### config.mk
export PLATFORM = sky130hd
export DESIGN_NAME = fetch_entry_queue
export DESIGN_NICKNAME = d
export VERILOG_FILES = /design/src/rtl/fetch_entry_queue_pkg.sv /design/src/rtl/fetch_entry_queue_instr_realigner.sv /design/src/rtl/fetch_entry_queue.sv
export SDC_FILE = /design/constraint.sdc
export NUM_CORES = 1
export LEC_CHECK = 0
export ABC_AREA = 0
export BUFFER_PORTS_ARGS = -buffer_cell sky130_fd_sc_hd__buf_4
export CAP_MARGIN = 20
export CORE_MARGIN = 1
export CORE_UTILIZATION = 45
export DETAILED_ROUTE_END_ITERATION = 10
export SLEW_MARGIN = 20
export SYNTH_ARGS = -nofsm -noshare
export SYNTH_HDL_FRONTEND = slang
export SYNTH_SLANG_ARGS = --single-unit
### constraint.sdc
create_clock -name clk_i -period 17.65 [get_ports clk_i]
set_clock_uncertainty 0.2 [all_clocks]
set_input_delay 3.53 -clock clk_i [delete_from_list [all_inputs] [get_ports clk_i]]
set_output_delay 3.53 -clock clk_i [all_outputs]
set_load 0.02 [all_outputs]
### src/rtl/fetch_entry_queue_pkg.sv
// Shared frontend definitions for the fetch entry queue.
//   fetch_entry_t    : one decoded-side entry (raw instruction, PC, fault flag)
//   realign_state_e  : realigner state (IDLE, HALF = holding a lower 16-bit half)
//   is_compressed()  : RVC opcode test on a 16-bit parcel
package fetch_entry_queue_pkg;

  // Entries carry a full-width address; modules cast to their own VLEN.
  localparam int unsigned FE_ADDR_W = 64;

  // Bits [1:0] of a parcel equal to this value mark a 32-bit instruction.
  localparam logic [1:0] OPC_UNCOMPRESSED = 2'b11;

  typedef enum logic {
    RA_IDLE = 1'b0,
    RA_HALF = 1'b1
  } realign_state_e;

  typedef struct packed {
    logic [31:0]          instr;
    logic [FE_ADDR_W-1:0] addr;
    logic                 ex_valid;
  } fetch_entry_t;

  function automatic logic is_compressed(input logic [15:0] parcel);
    return parcel[1:0] != OPC_UNCOMPRESSED;
  endfunction

endpackage

### src/rtl/fetch_entry_queue_instr_realigner.sv
// Instruction realigner: splits one accepted 32-bit fetch word into up to two
// program-ordered entries and keeps the lower half of a word-straddling
// 32-bit instruction between words.
// Ports:
//   clk_i, rst_ni   clock, asynchronous active-low reset
//   flush_i         return to IDLE, drop the held half
//   accept_i        fetch word is consumed this cycle
//   addr_i/data_i   fetch word address and data
//   ex_i            fetch fault on this word
//   entry0_o/1_o    produced entries, entry0 first in program order
//   valid_o         entry valids; valid_o[1] implies valid_o[0]
module instr_realigner
  import fetch_entry_queue_pkg::*;
#(
  parameter int unsigned VLEN = 64,
  parameter int unsigned RVC  = 1
) (
  input  logic               clk_i,
  input  logic               rst_ni,
  input  logic               flush_i,
  input  logic               accept_i,
  input  logic [VLEN-1:0]    addr_i,
  input  logic [31:0]        data_i,
  input  logic               ex_i,
  output fetch_entry_t       entry0_o,
  output fetch_entry_t       entry1_o,
  output logic [1:0]         valid_o
);

  logic [FE_ADDR_W-1:0] addr_full;
  assign addr_full = FE_ADDR_W'(addr_i);

  if (RVC != 0) begin : g_rvc
    realign_state_e       state_q, state_d;
    logic [15:0]          held_q, held_d;
    logic [FE_ADDR_W-1:0] held_pc_q, held_pc_d;
    fetch_entry_t         first_e, up_e;
    logic                 first_v, up_v, do_upper;
    logic [FE_ADDR_W-1:0] upper_pc;

    assign upper_pc = {addr_full[FE_ADDR_W-1:2], 2'b10};

    always_comb begin
      state_d   = state_q;
      held_d    = held_q;
      held_pc_d = held_pc_q;
      first_e   = '0;
      up_e      = '0;
      first_v   = 1'b0;
      up_v      = 1'b0;
      do_upper  = 1'b0;
      if (accept_i) begin
        state_d = RA_IDLE;
        if (ex_i) begin
          // A faulting word yields one marker entry; a pending half is
          // reported at its own PC since that is where the instruction starts.
          first_v          = 1'b1;
          first_e.addr     = (state_q == RA_HALF) ? held_pc_q : addr_full;
          first_e.ex_valid = 1'b1;
        end else begin
          if (!addr_full[1]) begin
            first_v = 1'b1;
            if (state_q == RA_HALF) begin
              first_e.instr = {data_i[15:0], held_q};
              first_e.addr  = held_pc_q;
              do_upper      = 1'b1;
            end else if (is_compressed(data_i[15:0])) begin
              first_e.instr = {16'h0000, data_i[15:0]};
              first_e.addr  = addr_full;
              do_upper      = 1'b1;
            end else begin
              first_e.instr = data_i;
              first_e.addr  = addr_full;
            end
          end else begin
            // Entry at the upper half (also a discontinuity out of HALF):
            // any held half is simply abandoned.
            do_upper = 1'b1;
          end
          if (do_upper) begin
            if (is_compressed(data_i[31:16])) begin
              up_v       = 1'b1;
              up_e.instr = {16'h0000, data_i[31:16]};
              up_e.addr  = upper_pc;
            end else begin
              state_d   = RA_HALF;
              held_d    = data_i[31:16];
              held_pc_d = upper_pc;
            end
          end
        end
      end
      // Compact so that slot 0 is always the oldest produced entry.
      if (first_v) begin
        entry0_o = first_e;
        entry1_o = up_e;
        valid_o  = {up_v, 1'b1};
      end else begin
        entry0_o = up_e;
        entry1_o = '0;
        valid_o  = {1'b0, up_v};
      end
    end

    always_ff @(posedge clk_i or negedge rst_ni) begin
      if (!rst_ni) begin
        state_q   <= RA_IDLE;
        held_q    <= '0;
        held_pc_q <= '0;
      end else if (flush_i) begin
        state_q   <= RA_IDLE;
      end else begin
        state_q   <= state_d;
        held_q    <= held_d;
        held_pc_q <= held_pc_d;
      end
    end
  end else begin : g_norvc
    // Without compressed support every word is exactly one instruction.
    logic unused_ctrl;
    assign unused_ctrl = ^{clk_i, rst_ni, flush_i};

    always_comb begin
      entry0_o          = '0;
      entry0_o.instr    = ex_i ? 32'h0 : data_i;
      entry0_o.addr     = addr_full;
      entry0_o.ex_valid = ex_i;
      entry1_o          = '0;
      valid_o           = {1'b0, accept_i};
    end
  end

endmodule

### src/rtl/fetch_entry_queue.sv
// Fetch entry queue: realigns 32-bit fetch words into one-instruction entries
// and buffers them in a circular FIFO towards decode.
// Optional macro FETCH_QUEUE_BYPASS_EN: when the FIFO is empty the first new
// entry is presented to decode in the same cycle and skips the FIFO if taken.
// Ports:
//   clk_i, rst_ni                  clock, asynchronous active-low reset
//   flush_i                        drop held half and all queued entries
//   fetch_valid_i/fetch_ready_o    fetch word handshake
//   fetch_addr_i/data_i/ex_valid_i fetch word payload
//   fetch_entry_valid_o/ready_i    entry handshake towards decode
//   fetch_entry_instr_o/addr_o/ex_valid_o  entry payload (zero when not valid)
module fetch_entry_queue
  import fetch_entry_queue_pkg::*;
#(
  parameter int unsigned VLEN  = 64,
  parameter int unsigned DEPTH = 4,
  parameter int unsigned RVC   = 1
) (
  input  logic              clk_i,
  input  logic              rst_ni,
  input  logic              flush_i,
  input  logic              fetch_valid_i,
  output logic              fetch_ready_o,
  input  logic [VLEN-1:0]   fetch_addr_i,
  input  logic [31:0]       fetch_data_i,
  input  logic              fetch_ex_valid_i,
  output logic              fetch_entry_valid_o,
  input  logic              fetch_entry_ready_i,
  output logic [31:0]       fetch_entry_instr_o,
  output logic [VLEN-1:0]   fetch_entry_addr_o,
  output logic              fetch_entry_ex_valid_o
);

  localparam int unsigned AW    = $clog2(DEPTH);
  localparam int unsigned PTR_W = AW + 1;

  fetch_entry_t     mem_q [DEPTH];
  logic [PTR_W-1:0] wr_ptr_q, rd_ptr_q;
  logic [AW-1:0]    wr_idx, wr_idx1, rd_idx;
  logic [PTR_W-1:0] count;
  logic [PTR_W:0]   free_slots;
  logic             empty, full, fifo_pop, accept;
  fetch_entry_t     rl_entry0, rl_entry1, push_e0, push_e1, out_entry;
  logic [1:0]       rl_valid, push_v, n_push;
  logic             out_valid;

  assign wr_idx  = wr_ptr_q[AW-1:0];
  assign wr_idx1 = wr_idx + AW'(1);
  assign rd_idx  = rd_ptr_q[AW-1:0];
  assign empty   = (wr_ptr_q == rd_ptr_q);
  assign full    = (wr_ptr_q[AW] != rd_ptr_q[AW]) && (wr_idx == rd_idx);
  assign count   = full ? PTR_W'(DEPTH) : {1'b0, wr_idx - rd_idx};

  // Only FIFO pops count toward free space; a bypassed entry never occupies
  // a slot, and leaving it out keeps fetch_ready_o free of a loop through
  // the bypass path.
  assign fifo_pop   = !empty && fetch_entry_ready_i;
  assign free_slots = (PTR_W + 1)'(DEPTH) - {1'b0, count} + (PTR_W + 1)'(fifo_pop);

  // Two free slots guarantee room for the worst case of two entries per word.
  assign fetch_ready_o = (free_slots >= (PTR_W + 1)'(2)) && !flush_i;
  assign accept        = fetch_valid_i && fetch_ready_o;

  instr_realigner #(
    .VLEN (VLEN),
    .RVC  (RVC)
  ) u_realigner (
    .clk_i    (clk_i),
    .rst_ni   (rst_ni),
    .flush_i  (flush_i),
    .accept_i (accept),
    .addr_i   (fetch_addr_i),
    .data_i   (fetch_data_i),
    .ex_i     (fetch_ex_valid_i),
    .entry0_o (rl_entry0),
    .entry1_o (rl_entry1),
    .valid_o  (rl_valid)
  );

  always_comb begin
    push_e0   = rl_entry0;
    push_e1   = rl_entry1;
    push_v    = rl_valid;
    out_entry = mem_q[rd_idx];
    out_valid = !empty;
`ifdef FETCH_QUEUE_BYPASS_EN
    if (empty) begin
      out_entry = rl_entry0;
      out_valid = rl_valid[0];
      if (rl_valid[0] && fetch_entry_ready_i) begin
        push_e0 = rl_entry1;
        push_e1 = '0;
        push_v  = {1'b0, rl_valid[1]};
      end
    end
`endif
  end

  assign n_push = {1'b0, push_v[0]} + {1'b0, push_v[1]};

  always_ff @(posedge clk_i or negedge rst_ni) begin
    if (!rst_ni) begin
      wr_ptr_q <= '0;
      rd_ptr_q <= '0;
    end else if (flush_i) begin
      wr_ptr_q <= '0;
      rd_ptr_q <= '0;
    end else begin
      wr_ptr_q <= wr_ptr_q + PTR_W'(n_push);
      rd_ptr_q <= rd_ptr_q + PTR_W'(fifo_pop);
    end
  end

  // Storage needs no reset: pushes only happen on accepted words, which
  // never coincide with a flush, and empty slots are never presented.
  always_ff @(posedge clk_i) begin
    if (push_v[0]) mem_q[wr_idx]  <= push_e0;
    if (push_v[1]) mem_q[wr_idx1] <= push_e1;
  end

  assign fetch_entry_valid_o    = out_valid;
  assign fetch_entry_instr_o    = out_valid ? out_entry.instr : 32'h0;
  assign fetch_entry_addr_o     = out_valid ? VLEN'(out_entry.addr) : '0;
  assign fetch_entry_ex_valid_o = out_valid && out_entry.ex_valid;

endmodule

==> results of run 1 <==
how the worst max path moves through the flow:
stage                        startpoint             to
floorplan           fetch_entry_ready_i   mem_q[1][10]
global placement    fetch_entry_ready_i  fetch_ready_o
global route        fetch_entry_ready_i  fetch_ready_o
detailed placement  fetch_entry_ready_i  fetch_ready_o
CTS                 fetch_entry_ready_i  fetch_ready_o
finish              fetch_entry_ready_i  fetch_ready_o
cells in the mapped netlist (3+ instances only):
| cell | instances |
|---|---|
| mux4_2 | 97 |
| clkbuf_1 | 53 |
| a31oi_1 | 8 |
| mux2i_1 | 42 |
| o22ai_1 | 4 |
| nor4b_1 | 15 |
| and2_1 | 100 |
| nor4_1 | 4 |
| and3_1 | 3 |
| edfxtp_1 | 316 |
| o2bb2ai_1 | 56 |
| buf_4 | 3 |
| dfrtp_1 | 86 |
| nand3_1 | 29 |
| ha_1 | 6 |
| nand4_1 | 7 |
| nand3_2 | 3 |
| a21oi_1 | 37 |
| nand2b_1 | 9 |
| nor2b_1 | 6 |
| o21ai_2 | 3 |
| nor2_1 | 51 |
| buf_1 | 6 |
| nand2_1 | 91 |
| mux2_2 | 72 |
| a22o_1 | 248 |
| buf_2 | 79 |
| o21ai_0 | 22 |
| inv_1 | 7 |
| dfxtp_1 | 72 |
| nor3_1 | 5 |
| xnor2_1 | 4 |
| a211oi_1 | 9 |
| mux2_1 | 6 |
flip-flops by register name, indices dropped and copies added (netlist names):
name                         flops
wr_ptr_q                         3
u_realigner.g_rvc.held_q        16
rd_ptr_q                         3
u_realigner.g_rvc.state_q        1
mem_q                          388
u_realigner.g_rvc.held_pc_q     63
worst reg2reg max path: cells and delay by family, from the launching register on:
| family | cells | cell delay [ps] |
|---|---|---|
| buffers and inverters | 3 | 1360 |
| adder cells (fa/ha/maj) | 3 | 1110 |
| flip-flops | 1 | 610 |
| AO/OA/AOI/OAI | 1 | 590 |
| AND/OR/NAND/NOR | 4 | 1790 |
power breakdown:
group	switching, mW	internal [mW]
Combinational	0.596	0.440
Clock	0.437	0.565
Sequential	0.135	1.40
stage by stage:
stage	area (um2)	setup slack [ps]	total power, mW	util, %	std cells
2_1_floorplan	22560	6627	2.196	-	1601
3_3_place_gp	24570	8360	2.576	49.99	2350
3_5_place_dp	24570	8295	2.599	49.99	2350
4_1_cts	26110	8292	3.600	53.11	2443
5_1_grt	26130	8100	3.727	53.16	2447
6_report	26130	8270	3.569	53.16	2447
layout by cell type (no fill, tap or decap), types with 17 or more instances in the layout:
cell,netlist,routed
edfxtp_1,316,316
a22o_1,248,248
buf_4,3,226
and2_1,100,100
mux4_2,97,97
nand2_1,91,88
dfrtp_1,86,83
mux2_2,72,72
dfxtp_1,72,72
o2bb2ai_1,56,56
clkbuf_16,0,51
nor2_1,51,49
mux2i_1,42,42
a21oi_1,37,37
nand3_1,29,28
o21ai_0,22,21
clkbuf_1,53,17
kinds of logic (layout without fill, tap and decap cells):
family          after synthesis  count (layout)  synth area share (%)
compound gates              405             405                 14.65
xor+xnor                      6               6                0.2995
other cells                   0               4                     0
simple gates                343             343                 8.213
buf+inv                     149             327                 3.000
fa+ha+maj                     7               7                0.4214
flops                       474             474                 57.98
mux                         217             217                 15.44
area by class of cell:
cell class | instances | area (um2) | area share, %
multi-input cells | 978 | 8929 | 34.17
repair buffers | 227 | 1708 | 6.536
flip-flops and latches | 474 | 13090 | 50.10
inverters | 7 | 26.28 | 0.1006
diodes | 4 | 10.01 | 0.03831
clock inverters | 21 | 141.4 | 0.5411
well taps | 664 | 830.8 | 3.179
clock buffers | 72 | 1395 | 5.339
per-layer routing:
metal  global-route usage (%)  up-vias  wire [um]
met5                        0        -         13
met4                    7.878        2       1344
met3                    4.294      103       4116
met2                    41.28      511      31100
met1                    31.95     7692      25300
li1                         -     6639          -
==> results.py, run 1 <==
metrics = {
    "timing": {
        "hold-worst-slack_ps": 253.9,
        "worst_slew_pin_slew_ps": 1116,
        "tns_ps": 0,
        "hold_viol": 0,
        "setup_viol": 0,
        "max_freq_ghz": 0.1066,
        "rsz0062_at_grt": "no",
        "relSlewSlack_pct": 25.58,
        "period_needed_ps": 9380,
        "slew_violations": 0,
        "finalCritPeriodShare_pct": 53.14,
    },
    "synth": {
        "seq_area_frac_synth_pct": 57.98,
        "synthTopCellsByArea": "edfxtp_1, mux4_2, a22o_1, dfrtp_1, dfxtp_1",
        "synthCells": 1601,
        "synth_area_um2": 22560,
        "synthFlopType": "edfxtp_1",
        "synth.largest_area_cell": "edfxtp_1",
        "synth_cell_types": 67,
        "async_reset_ff_share_pct": 18.14,
        "synth-edff-count": 316,
        "synth_top_cell_area_share_pct": 42.06,
        "syn_avg_cell_area_um2": 14.09,
        "syn_nets": 1710,
        "yosys_warnings": 0,
        "ys_ff_latch": 474,
    },
    "die": {
        "core_um2": 49150,
        "die_h_um": 225.9,
        "die_x_um": 225.9,
        "io_pins": 201,
        "die-area_um2": 51040,
        "initial_core_util_pct": 45.90,
        "num_rows": 81,
    },
    "hold_path": {
        "holdPathEnd": "mem_q[2][95]",
        "min_from": "mem_q[2][95]",
        "min_path_cells": 2,
        "worstHoldPathType": "flip-flop to flip-flop",
    },
    "job": {
        "drv_cap": 0,
    },
    "drt": {
        "wl_per_cell_um": 25.28,
        "drc": 0,
        "drtPass1Iterations": 5,
        "via_per_inst": 6.108,
        "wirelength_um": 61870,
        "drtIter0Drc": 1363,
        "vias": 14950,
        "postRouteAntennaNets": 0,
    },
    "clocking": {
        "cts_resized": 0,
        "cts_max_level": 2,
        "hold_buffers": 0,
        "cts_tree": "done",
        "cts_made_buffers": 50,
        "clock-sinks": 474,
        "cts.clk_slew.worst_paths_ps": 60,
        "postCtsSetupRepairBufs": 0,
        "clkLatencyLatePin_ps": 600,
        "root_buffer": "clkbuf_16",
        "cts_buffer_depth": 3,
    },
    "power": {
        "power_density_nw_per_um2": 136.6,
        "p_leak_nw": 9.336,
        "ir_drop_uv": 91.00,
    },
    "setup_path": {
        "crit_chain": "buf_4 -> nand2_1 -> ha_1 -> inv_1 -> ha_1 -> nor3b_1 -> nand4_2 -> nand2_1 -> nor2_1 -> buf_4",
        "worstSetupPathType": "input port to primary output",
        "cp_max_fo": 19,
        "crit_required_ps": 13920,
        "crit_arrival_ps": 5650,
        "r2r_slack_ps": 11550,
        "crit_buf_inv": 3,
        "startpoint_type": "input port",
        "endpoint_kind": "primary output",
        "critPathTopFamily": "simple AND/OR/NAND/NOR gates",
        "worstSetupPathDepth": 10,
        "reg2regPathDepth": 11,
        "r2r_start": "wr_ptr_q[0]",
        "cpPeakStageDelay_ps": 450,
        "crit_slowest_cell": "nand4_2",
        "r2r_end": "mem_q[2][74]",
    },
    "place": {
        "port_buffers": 200,
        "gp_congestion": 0.8564,
        "place_hpwl_um": 33660,
    },
    "global_route": {
        "antenna_found_initial": 5,
        "globalRouteOverflowTotal": 0,
        "globalRouteTotalUtil_pct": 24.46,
        "grt_max_degree": 99,
        "grt_pass1_wl_um": 92650,
        "grt_pass1_vias": 15090,
    },
    "cells_and_area": {
        "drive_gt1_share_pct": 27.94,
        "fill_cells": 4167,
        "layout.nets": 1847,
        "area_growth_pct": 15.82,
    },
    "run_status": {
        "status": "complete, no violations",
    },
}
Note: power is estimated with default switching activity, not from simulation.
==> inputs of run 2 (changes only) <==
PLACE_DENSITY = 0.65   (was unset)
clock period = 8.27 ns   (was 17.65 ns; I/O delays follow)
==> results.py, run 2 (synthesis gave the netlist of run 1 again) <==
metrics = {
    "timing": {
        "relSlewSlack_pct": 18.71,
        "hold_viol": 0,
        "rsz0062_at_grt": "no",
        "finalCritPeriodShare_pct": 73.82,
        "setup_viol": 0,
        "max_freq_ghz": 0.1638,
        "tns_ps": 0,
        "worst_slew_pin_slew_ps": 1202,
        "period_needed_ps": 6105,
        "slew_violations": 0,
    },
    "cells_and_area": {
        "top_register": "mem_q",
        "fill_cells": 4078,
        "reg.largest.list": "mem_q x388, u_realigner.g_rvc.held_pc_q x63, u_realigner.g_rvc.held_q x16",
        "final_cells": 2455,
        "layout.nets": 1854,
        "drive_gt1_share_pct": 28.39,
        "largest_register_ffs": 388,
        "final_common_cell": "edfxtp_1",
        "area_growth_pct": 16.33,
        "most-common-layout-cells": "edfxtp_1, a22o_1, buf_4, and2_1, mux4_2",
    },
    "die": {
        "die_h_um": 225.9,
        "num_rows": 81,
        "io_pins": 201,
        "die_x_um": 225.9,
        "initial_core_util_pct": 45.90,
        "core_um2": 49150,
        "die-area_um2": 51040,
    },
    "drt": {
        "drc": 0,
        "postRouteAntennaNets": 0,
        "drtIter0Drc": 1560,
        "wirelength_um": 61980,
        "wl_per_cell_um": 25.25,
        "drtPass1Iterations": 7,
        "via_per_inst": 6.165,
        "vias": 15130,
    },
    "power": {
        "power_density_nw_per_um2": 292.8,
        "power.switching_mw": 2.499,
        "power_switching_share_pct": 32.52,
        "p_comb_share_pct": 29.2,
        "clkPwrFrac_pct": 28.3,
        "pwr-share-seq_pct": 42.5,
        "intPower_mw": 5.186,
        "power.total_mw": 7.686,
        "p_leak_nw": 9.404,
        "ir_drop_uv": 189.5,
    },
    "place": {
        "place_hpwl_um": 35130,
        "port_buffers": 200,
        "gp_congestion": 0.8762,
        "dp.cells": 2357,
    },
    "global_route": {
        "met1_usage_pct": 32.18,
        "grt_pass1_vias": 15100,
        "globalRouteTotalUtil_pct": 24.31,
        "busiest_layer": "met2",
        "globalRouteOverflowTotal": 0,
        "grt_pass1_wl_um": 92620,
        "grt_max_degree": 99,
        "use_met3_pct": 4.931,
        "use_met2_pct": 39.62,
        "antenna_found_initial": 9,
    },
    "clocking": {
        "cts_buffer_depth": 3,
        "cts_made_buffers": 49,
        "cts_tree": "done",
        "cts_max_level": 2,
        "clock-sinks": 474,
        "postCtsSetupRepairBufs": 0,
        "clkLatencyLatePin_ps": 600,
        "cts.clk_slew.worst_paths_ps": 60,
        "root_buffer": "clkbuf_16",
        "hold_buffers": 0,
        "cts_resized": 0,
    },
    "setup_path": {
        "worstSetupPathType": "flip-flop to primary output",
        "crit_chain": "inv_1 -> ha_1 -> nand3_4 -> nand2_1 -> ha_1 -> inv_1 -> ha_1 -> nor3b_1 -> nand4_2 -> nand2_1 -> nor2_1 -> buf_4",
        "crit_arrival_ps": 4250,
        "cp_max_fo": 19,
        "reg2regPathDepth": 12,
        "crit_required_ps": 6420,
        "crit_top_cell": "ha_1",
        "cpPeakStageDelay_ps": 640,
        "critPathTopFamily": "simple AND/OR/NAND/NOR gates",
        "crit_buf_inv": 3,
        "endpoint_kind": "primary output",
        "worstSetupPathDepth": 12,
        "startpoint_type": "flip-flop",
        "crit_slowest_cell": "dfrtp_1",
    },
    "run_status": {
        "status": "complete, no violations",
    },
    "hold_path": {
        "worstHoldPathType": "flip-flop to flip-flop",
        "min_path_cells": 2,
    },
    "job": {
        "drv_cap": 0,
    },
}
run 2: cell types whose count changed in the layout (fill, tap and decap cells not counted), moves of 2 or more:
cell / previous run / this run
inv_6: 2 / 0
clkinv_1: 9 / 3
buf_6: 1 / 3
buf_4: 226 / 231
clkbuf_1: 17 / 19
clkbuf_8: 4 / 8
run 2: layout make-up:
| type | count | area [um2] | share of cell area (%) |
|---|---|---|---|
| Multi-Input combinational cell | 978 | 8917 | 33.98 |
| Sequential cell | 474 | 13090 | 49.88 |
| Tap cell | 664 | 830.8 | 3.165 |
| Timing Repair Buffer | 235 | 1788 | 6.812 |
| Clock inverter | 15 | 147.6 | 0.5625 |
| Clock buffer | 77 | 1433 | 5.458 |
| Inverter | 7 | 26.28 | 0.1001 |
| Antenna cell | 5 | 12.51 | 0.04767 |
run 2: routing by layer:
metal / routed length, um / up-vias
met5: 44 / -
met4: 1826 / 8
met3: 4620 / 129
met2: 29980 / 622
met1: 25520 / 7718
li1: - / 6657
run 2: metrics by stage:
| step | setup WS, ps | hold slack, ps | instance area [um2] | utilization [%] |
|---|---|---|---|---|
| finish | 2165 | 253.4 | 26250 | 53.40 |
| global placement | 2667 | 239.0 | 24610 | 50.07 |
| CTS | 2230 | 252.7 | 26190 | 53.29 |
| global route | 1942 | 269.9 | 26240 | 53.39 |
| detailed placement | 2617 | 244.5 | 24610 | 50.07 |
| floorplan | 976.3 | 228.5 | 22560 | - |
run 2: final timing paths:
check                              from                               to  slack (ps)
max reg2reg                 wr_ptr_q[0]                      mem_q[1][5]        2640
max in group asynchronous        rst_ni                      rd_ptr_q[1]        5740
max                         wr_ptr_q[0]                    fetch_ready_o        2170
min reg2reg                mem_q[2][88]                     mem_q[2][88]         250
min                        mem_q[2][88]                     mem_q[2][88]         250
min in group asynchronous        rst_ni  u_realigner.g_rvc.held_pc_q[42]         870
run 2: worst register-to-register path, stage by stage, from the launching register on:
cell	delay, ps
dfrtp_1	640
inv_1	370
ha_1	570
nand3_4	100
nand2_1	110
ha_1	180
inv_1	50
ha_1	340
a311o_1	580
nand3_1	510
o22ai_4	950
buf_4	620
a22o_1	290
run 2: power groups by stage:
stage | clock network [mW] | registers [mW] | logic [mW]
after floorplan | 0 | 3.22 | 1.46
after global placement | 0 | 3.27 | 2.24
after detailed placement | 0 | 3.30 | 2.26
after CTS | 2.21 | 3.26 | 2.26
after global routing | 2.30 | 3.31 | 2.40
final | 2.18 | 3.27 | 2.24
